## config.mk

```make
export PLATFORM = sky130hd
export DESIGN_NAME = prot_capture_ctrl_flat
export DESIGN_NICKNAME = d
export VERILOG_FILES = /design/src/rtl/prot_capture_ctrl_if.sv /design/src/rtl/prot_capture_ctrl.sv /design/src/flat_wrapper.sv
export SDC_FILE = /design/constraint.sdc
export NUM_CORES = 1
export LEC_CHECK = 0
export CORE_UTILIZATION = 40
export CTS_CLUSTER_DIAMETER = 80
export DETAILED_ROUTE_END_ITERATION = 8
export HOLD_SLACK_MARGIN = 0.02
export PLACE_DENSITY = 0.77
export SYNTH_ARGS = -nofsm -noshare
export SYNTH_HDL_FRONTEND = slang
export SYNTH_SLANG_ARGS = --single-unit
```

## constraint.sdc

```tcl
create_clock -name clk -period 1.9 [get_ports clk]
set_clock_uncertainty 0.2 [all_clocks]
set_input_delay 0.57 -clock clk [delete_from_list [all_inputs] [get_ports clk]]
set_output_delay 0.57 -clock clk [all_outputs]
set_load 0.1 [all_outputs]
```

## src/rtl/prot_capture_ctrl_if.sv

```systemverilog
// Capture-controller bus: host/config and trigger-unit inputs, sample-RAM
// write port and status outputs. The master side drives the controls and
// the slave side is the capture controller.
interface prot_capture_ctrl_if #(
  parameter int ADDR_W = 9
);
  logic              arm;
  logic              abort;
  logic              smpl_en;
  logic              protTrig;
  logic [ADDR_W-1:0] trig_pos;
  logic              clr_done;
  logic              we;
  logic [ADDR_W-1:0] waddr;
  logic [ADDR_W-1:0] trig_addr;
  logic              armed;
  logic              triggered;
  logic              capture_done;

  modport master (
    output arm, abort, smpl_en, protTrig, trig_pos, clr_done,
    input  we, waddr, trig_addr, armed, triggered, capture_done
  );

  modport slave (
    input  arm, abort, smpl_en, protTrig, trig_pos, clr_done,
    output we, waddr, trig_addr, armed, triggered, capture_done
  );
endinterface

```

## src/rtl/prot_capture_ctrl.sv

```systemverilog
// Logic-analyzer capture sequencer. Arms on command, streams samples into a
// circular RAM, qualifies the protocol trigger, collects trig_pos
// post-trigger samples and then freezes the RAM with a sticky done flag.
// Optional macro TRIG_HOLDOFF_EN adds a PRE state that holds off triggers
// until the pre-trigger window (DEPTH - trig_pos samples) has been filled.
module prot_capture_ctrl #(
  parameter int DEPTH  = 384,
  parameter int ADDR_W = 9
) (
  input logic              clk,
  input logic              rst_n,
  prot_capture_ctrl_if.slave bus
);

  localparam logic [2:0] ST_IDLE = 3'd0;
  localparam logic [2:0] ST_PRE  = 3'd1;
  localparam logic [2:0] ST_WAIT = 3'd2;
  localparam logic [2:0] ST_POST = 3'd3;
  localparam logic [2:0] ST_DONE = 3'd4;

`ifdef TRIG_HOLDOFF_EN
  localparam logic [2:0] ST_START = ST_PRE;
`else
  localparam logic [2:0] ST_START = ST_WAIT;
`endif

  localparam logic [ADDR_W-1:0] LAST_ADDR = ADDR_W'(DEPTH - 1);

  logic [2:0]        state;
  logic [ADDR_W-1:0] waddr;
  logic [ADDR_W-1:0] waddr_next;
  logic [ADDR_W-1:0] trig_addr;
  logic [ADDR_W-1:0] post_cnt;
  logic [ADDR_W-1:0] tp_reg;
  logic [ADDR_W-1:0] tp_clamped;
  logic              triggered;
  logic              capturing;

  // Clamp the requested post-trigger count into the legal range 1..DEPTH-1.
  always_comb begin
    // NOTE: every always_comb output gets a default first so no latch is inferred.
    tp_clamped = bus.trig_pos;
    if (bus.trig_pos == '0) begin
      tp_clamped = ADDR_W'(1);
    end else if ({1'b0, bus.trig_pos} >= (ADDR_W + 1)'(DEPTH)) begin
      tp_clamped = LAST_ADDR;
    end
  end

  assign waddr_next = (waddr == LAST_ADDR) ? '0 : waddr + ADDR_W'(1);
  assign capturing  = (state == ST_PRE) || (state == ST_WAIT) || (state == ST_POST);

`ifdef TRIG_HOLDOFF_EN
  // waddr counts writes since arm while in PRE (no wrap is possible there),
  // so the window is full once the write at this address has happened.
  logic [ADDR_W-1:0] pre_last;
  assign pre_last = ADDR_W'(DEPTH) - tp_reg - ADDR_W'(1);
`endif

  // Capture sequencing: abort > arm > per-state progress.
  always_ff @(posedge clk) begin
    // NOTE: sequential state uses non-blocking assignments so every register
    // samples pre-edge values regardless of statement order.
    if (!rst_n) begin
      state     <= ST_IDLE;
      waddr     <= '0;
      trig_addr <= '0;
      post_cnt  <= '0;
      tp_reg    <= ADDR_W'(1);
      triggered <= 1'b0;
    end else if (bus.abort) begin
      state     <= ST_IDLE;
      triggered <= 1'b0;
    end else if (bus.arm) begin
      state     <= ST_START;
      waddr     <= '0;
      post_cnt  <= '0;
      tp_reg    <= tp_clamped;
      triggered <= 1'b0;
    end else begin
      case (state)
`ifdef TRIG_HOLDOFF_EN
        ST_PRE: begin
          if (bus.smpl_en) begin
            waddr <= waddr_next;
            if (waddr == pre_last) state <= ST_WAIT;
          end
        end
`endif
        ST_WAIT: begin
          if (bus.smpl_en) begin
            waddr <= waddr_next;
            if (bus.protTrig) begin
              trig_addr <= waddr;
              triggered <= 1'b1;
              post_cnt  <= ADDR_W'(1);
              state     <= ST_POST;
            end
          end
        end
        ST_POST: begin
          if (bus.smpl_en) begin
            waddr <= waddr_next;
            if (post_cnt == tp_reg) state <= ST_DONE;
            else                    post_cnt <= post_cnt + ADDR_W'(1);
          end
        end
        ST_DONE: begin
          if (bus.clr_done) state <= ST_IDLE;
        end
        default: state <= ST_IDLE;
      endcase
    end
  end

  assign bus.we           = capturing && bus.smpl_en;
  assign bus.waddr        = waddr;
  assign bus.trig_addr    = trig_addr;
  assign bus.armed        = (state == ST_PRE) || (state == ST_WAIT);
  assign bus.triggered    = triggered;
  assign bus.capture_done = (state == ST_DONE);

endmodule

```

## src/flat_wrapper.sv

```systemverilog
// flat-port wrapper written by rule: the top's interface ports become plain ports
module prot_capture_ctrl_flat 
#(
  parameter int DEPTH  = 384,
  parameter int ADDR_W = 9
)
  (clk, rst_n, bus_arm, bus_abort, bus_smpl_en, bus_protTrig, bus_trig_pos, bus_clr_done, bus_we, bus_waddr, bus_trig_addr, bus_armed, bus_triggered, bus_capture_done);
  prot_capture_ctrl_if #(.ADDR_W(ADDR_W)) bus_i ();
  input logic clk;
  input logic rst_n;
  input wire logic [$bits(bus_i.arm)-1:0] bus_arm;
  input wire logic [$bits(bus_i.abort)-1:0] bus_abort;
  input wire logic [$bits(bus_i.smpl_en)-1:0] bus_smpl_en;
  input wire logic [$bits(bus_i.protTrig)-1:0] bus_protTrig;
  input wire logic [$bits(bus_i.trig_pos)-1:0] bus_trig_pos;
  input wire logic [$bits(bus_i.clr_done)-1:0] bus_clr_done;
  output wire logic [$bits(bus_i.we)-1:0] bus_we;
  output wire logic [$bits(bus_i.waddr)-1:0] bus_waddr;
  output wire logic [$bits(bus_i.trig_addr)-1:0] bus_trig_addr;
  output wire logic [$bits(bus_i.armed)-1:0] bus_armed;
  output wire logic [$bits(bus_i.triggered)-1:0] bus_triggered;
  output wire logic [$bits(bus_i.capture_done)-1:0] bus_capture_done;
  assign bus_i.arm = bus_arm;
  assign bus_i.abort = bus_abort;
  assign bus_i.smpl_en = bus_smpl_en;
  assign bus_i.protTrig = bus_protTrig;
  assign bus_i.trig_pos = bus_trig_pos;
  assign bus_i.clr_done = bus_clr_done;
  assign bus_we = bus_i.we;
  assign bus_waddr = bus_i.waddr;
  assign bus_trig_addr = bus_i.trig_addr;
  assign bus_armed = bus_i.armed;
  assign bus_triggered = bus_i.triggered;
  assign bus_capture_done = bus_i.capture_done;
  prot_capture_ctrl #(.DEPTH(DEPTH), .ADDR_W(ADDR_W)) u_core (.clk(clk), .rst_n(rst_n), .bus(bus_i));
endmodule
```

==> run metrics <==
Root Driver=clkbuf_8; fin crit period=1.924 ns; ant diodes=0; compound-cell area share of the yosys netlist=17.96%; Clk pwr share=between 30% and 40%; reg-to-reg critical path endpoint=u_core.post_cnt[2]; Max VDD drop=0.0003397 V; CP delay by family, top=flip-flops; fin. max-slew vios=0; count of mapped cells out of synthesis=247; Adder-Cell Fraction of Synth Area=1.265%; most frequent cells in the layout=51 x buf_4, 25 x nor2_1, 25 x dfxtp_1, 23 x a21oi_1, 23 x nand2_1; sequential share of the synthesized area=between 40% and 50%; vias in the first global route=2095; Critical Path Start Type=flip-flop; status=finished with violations; DRT iter0 DRCs=116; Synth cell types=47; clock latency on the worst-skew pair=0.30 ns; worst hold endpoint=u_core.tp_reg[4]; Async S/R FF share, synth=0%; critical path required time=1.13 ns; Post-synth EDFFs=0; drt first pass iters=4; first-pass GRT wire length=9.763 mm; Simple-Gate Fraction of Synth Area=31.31%; initial antenna violation count=0; fin nets=about 350; Mapped Area=~0.0020 mm2; Initial Util=41.61%; Critical Path Max Stage Delay=0.37 ns; Flop pwr share=51.0%; Mapped Nets=265; Least-Margin Pin Slew=around 0.36 ns; Worst slew margin=between 70% and 80%; xor/xnor cell area share of the yosys netlist=between 4 and 5%; I/O Pins=38; Mapped Avg Cell Area=approximately 8.0 um2; reg2reg start=u_core.post_cnt[1]; HP Start=u_core.tp_reg[4]; CP Capture Type=output pin; final setup fails=5; I/O Buffers=37; crit path max fanout=4; CTS sink count=40; MaxCap Viol Count=0; Routed WL per cell=15.02 um; die area=0.005231 mm2; RSZ-0062 raised after global routing=yes; Logic pwr share=between 10% and 20%; crit path max-delay cell type=dfxtp_4; GP Congestion=around 0.85; clock-pin slew on the worst setup and hold paths=0.07 ns; Final ANT Viol Nets=0; endpoints failing hold=0; Pleak=0.001237 uW; crit path cell chain=nor2_4 > nand2_2 > clkinvlp_4 > buf_12; R2R depth=6; fin cells=403; WHS=~0.27 ns; Int Pwr=1232 uW; Synth Flop Type=dfxtp_1; # H-tree levels=2; worst endpoint data arrival time=1.15 ns; Fill cells=roughly 360; Die Y=between 70 and 80 um; setup ws final=-0.02389 ns; Critical path buffers and inverters=2; maximum number of pins on one net before global-route repair=13; multi-input logic area=0.001236 mm2; YS warnings=0; Sw Ratio=between 20% and 30%; Pwr Density=515.2 mW/mm2; Clock Path Buffers=2; failing checks=negative setup slack; Detailed Route WL=~6 mm; DRC viols=0; Core Region=0.004755 mm2; sequential cell area=roughly 830 um2; Layout area overhead=64.52%; TritonCTS Buffers=5; synthesis-stage register bit count=40; Hold Crit Depth=2; gr ovfl total=0; detailed-route via count=2189; largest family of logic cells by synthesized area=simple AND/OR/NAND/NOR gates; share of cells above drive strength 1=37.20%; commonest non-fill, non-tap cell in the layout=buf_4; R2R Setup Slk=-0.01 ns; Die W=between 70 and 80 um; num rows=25; via/cell ratio=5.432; Inst Count DP=390; multiplexer share of the synthesized area=0.5060%; kind of critical path=reg -> out; fmax=519.8 MHz; Hold WC Path Type=reg -> reg; CTS tree=built; period utilization=101.3%; GRT Resource Usage Total=between 20% and 30%; sw power=about 440 uW; hpwl dp=roughly 4.4 mm
[cell families after synthesis]
logic type               after synthesis
AO/OA/AOI/OAI                         60
XOR/XNOR                              11
adder cells (fa/ha/maj)                2
buffers and inverters                 16
flip-flops                            40
multiplexers                           1
AND/OR/NAND/NOR                      117
[what timing repair did]
action / 4_1_cts / 5_1_grt
setup buffers: 1 / 3
hold buffers: 0 / 0
gates resized for setup: 21 / 21
endpoints found under the setup margin: 40 / 22
pin swaps: 7 / 11
cloned: 0 / 1
[per-stage QoR]
stage / TNS, ns / area [um2] / utilization (%) / worst slack [ns] / total power (uW)
3_3_place_gp: -18.72 / 3043 / 64.00 / -0.6474 / 1109
4_1_cts: -0.07633 / 3159 / 66.45 / -0.02507 / 1651
5_1_grt: -0.8287 / 3254 / 68.45 / -0.1166 / 1739
6_report: -0.05951 / 3254 / 68.45 / -0.02389 / 1677
3_5_place_dp: -20.58 / 3043 / 64.00 / -0.6969 / 1115
2_1_floorplan: -0.5738 / 2047 / - / -0.2673 / 983.9
[power groups by stage]
stage	logic, uW	registers, uW	clock network, uW
after floorplan	108	876	0
after global placement	233	876	0
after detailed placement	239	877	0
after CTS	240	856	555
after global routing	281	857	601
final	261	855	560
[worst register-to-register path: stages, from the launching register on]
cell and delay (ns):
dfxtp_4 0.37, xor2_2 0.14, nor4_2 0.38, buf_4 0.19
nand4_1 0.16, a31o_2 0.28, a21oi_1 0.12
[how the worst max path moves through the flow]
stage                     slack, ns  cells past startpoint                from                 end
final                         -0.02                      4     u_core.state[0]    bus_capture_done
after global routing          -0.12                      6  u_core.post_cnt[1]     u_core.state[1]
after CTS                     -0.03                      3     u_core.state[2]              bus_we
after detailed placement      -0.70                      6         bus_smpl_en  u_core.post_cnt[5]
after global placement        -0.65                      6         bus_smpl_en  u_core.post_cnt[5]
after floorplan               -0.27                      1         bus_smpl_en              bus_we
[final cells by class]
cell class              instances  area share, %
well taps                      67          2.576
clock inverters                 1         0.1538
flip-flops and latches         40          25.64
multi-input cells             192          37.99
repair buffers                 91          30.60
clock buffers                   7          2.345
inverters                       5         0.6920
[synthesized netlist by cell type, types with 2 or more instances]
| cell type | n | share of area [%] |
|---|---|---|
| nand4b_1 | 3 | 1.3 |
| xor2_1 | 10 | 4.4 |
| inv_1 | 5 | 0.95 |
| nor3_1 | 6 | 1.5 |
| buf_2 | 2 | 0.51 |
| o21ai_0 | 14 | 3.5 |
| nand3b_1 | 4 | 1.5 |
| or3_1 | 2 | 0.63 |
| a21o_1 | 2 | 0.76 |
| o21a_1 | 2 | 0.76 |
| nand2_1 | 25 | 4.7 |
| or4_1 | 2 | 0.76 |
| nor2_1 | 27 | 5.1 |
| clkbuf_1 | 7 | 1.3 |
| o31ai_1 | 5 | 1.9 |
| a21oi_1 | 25 | 6.3 |
| nand4_1 | 5 | 1.6 |
| nor3b_1 | 3 | 1.1 |
| and3_1 | 3 | 0.95 |
| o41ai_1 | 3 | 1.3 |
| ha_1 | 2 | 1.3 |
| and2_1 | 2 | 0.63 |
| nand3_1 | 18 | 4.6 |
| nand2b_1 | 5 | 1.6 |
| a31oi_1 | 4 | 1.3 |
| dfxtp_1 | 40 | 40 |
[per-layer routing]
| metal | GRT usage (%) | vias to the layer above | share of wire, % |
|---|---|---|---|
| li1 | - | 1068 | - |
| met1 | 31.22 | 1024 | 43 |
| met2 | 37.49 | 83 | 49 |
| met3 | 5.000 | 14 | 5.4 |
| met4 | 10.02 | 0 | 2.2 |
| met5 | 0 | - | 0 |
Power figures use the tool's default switching activity.
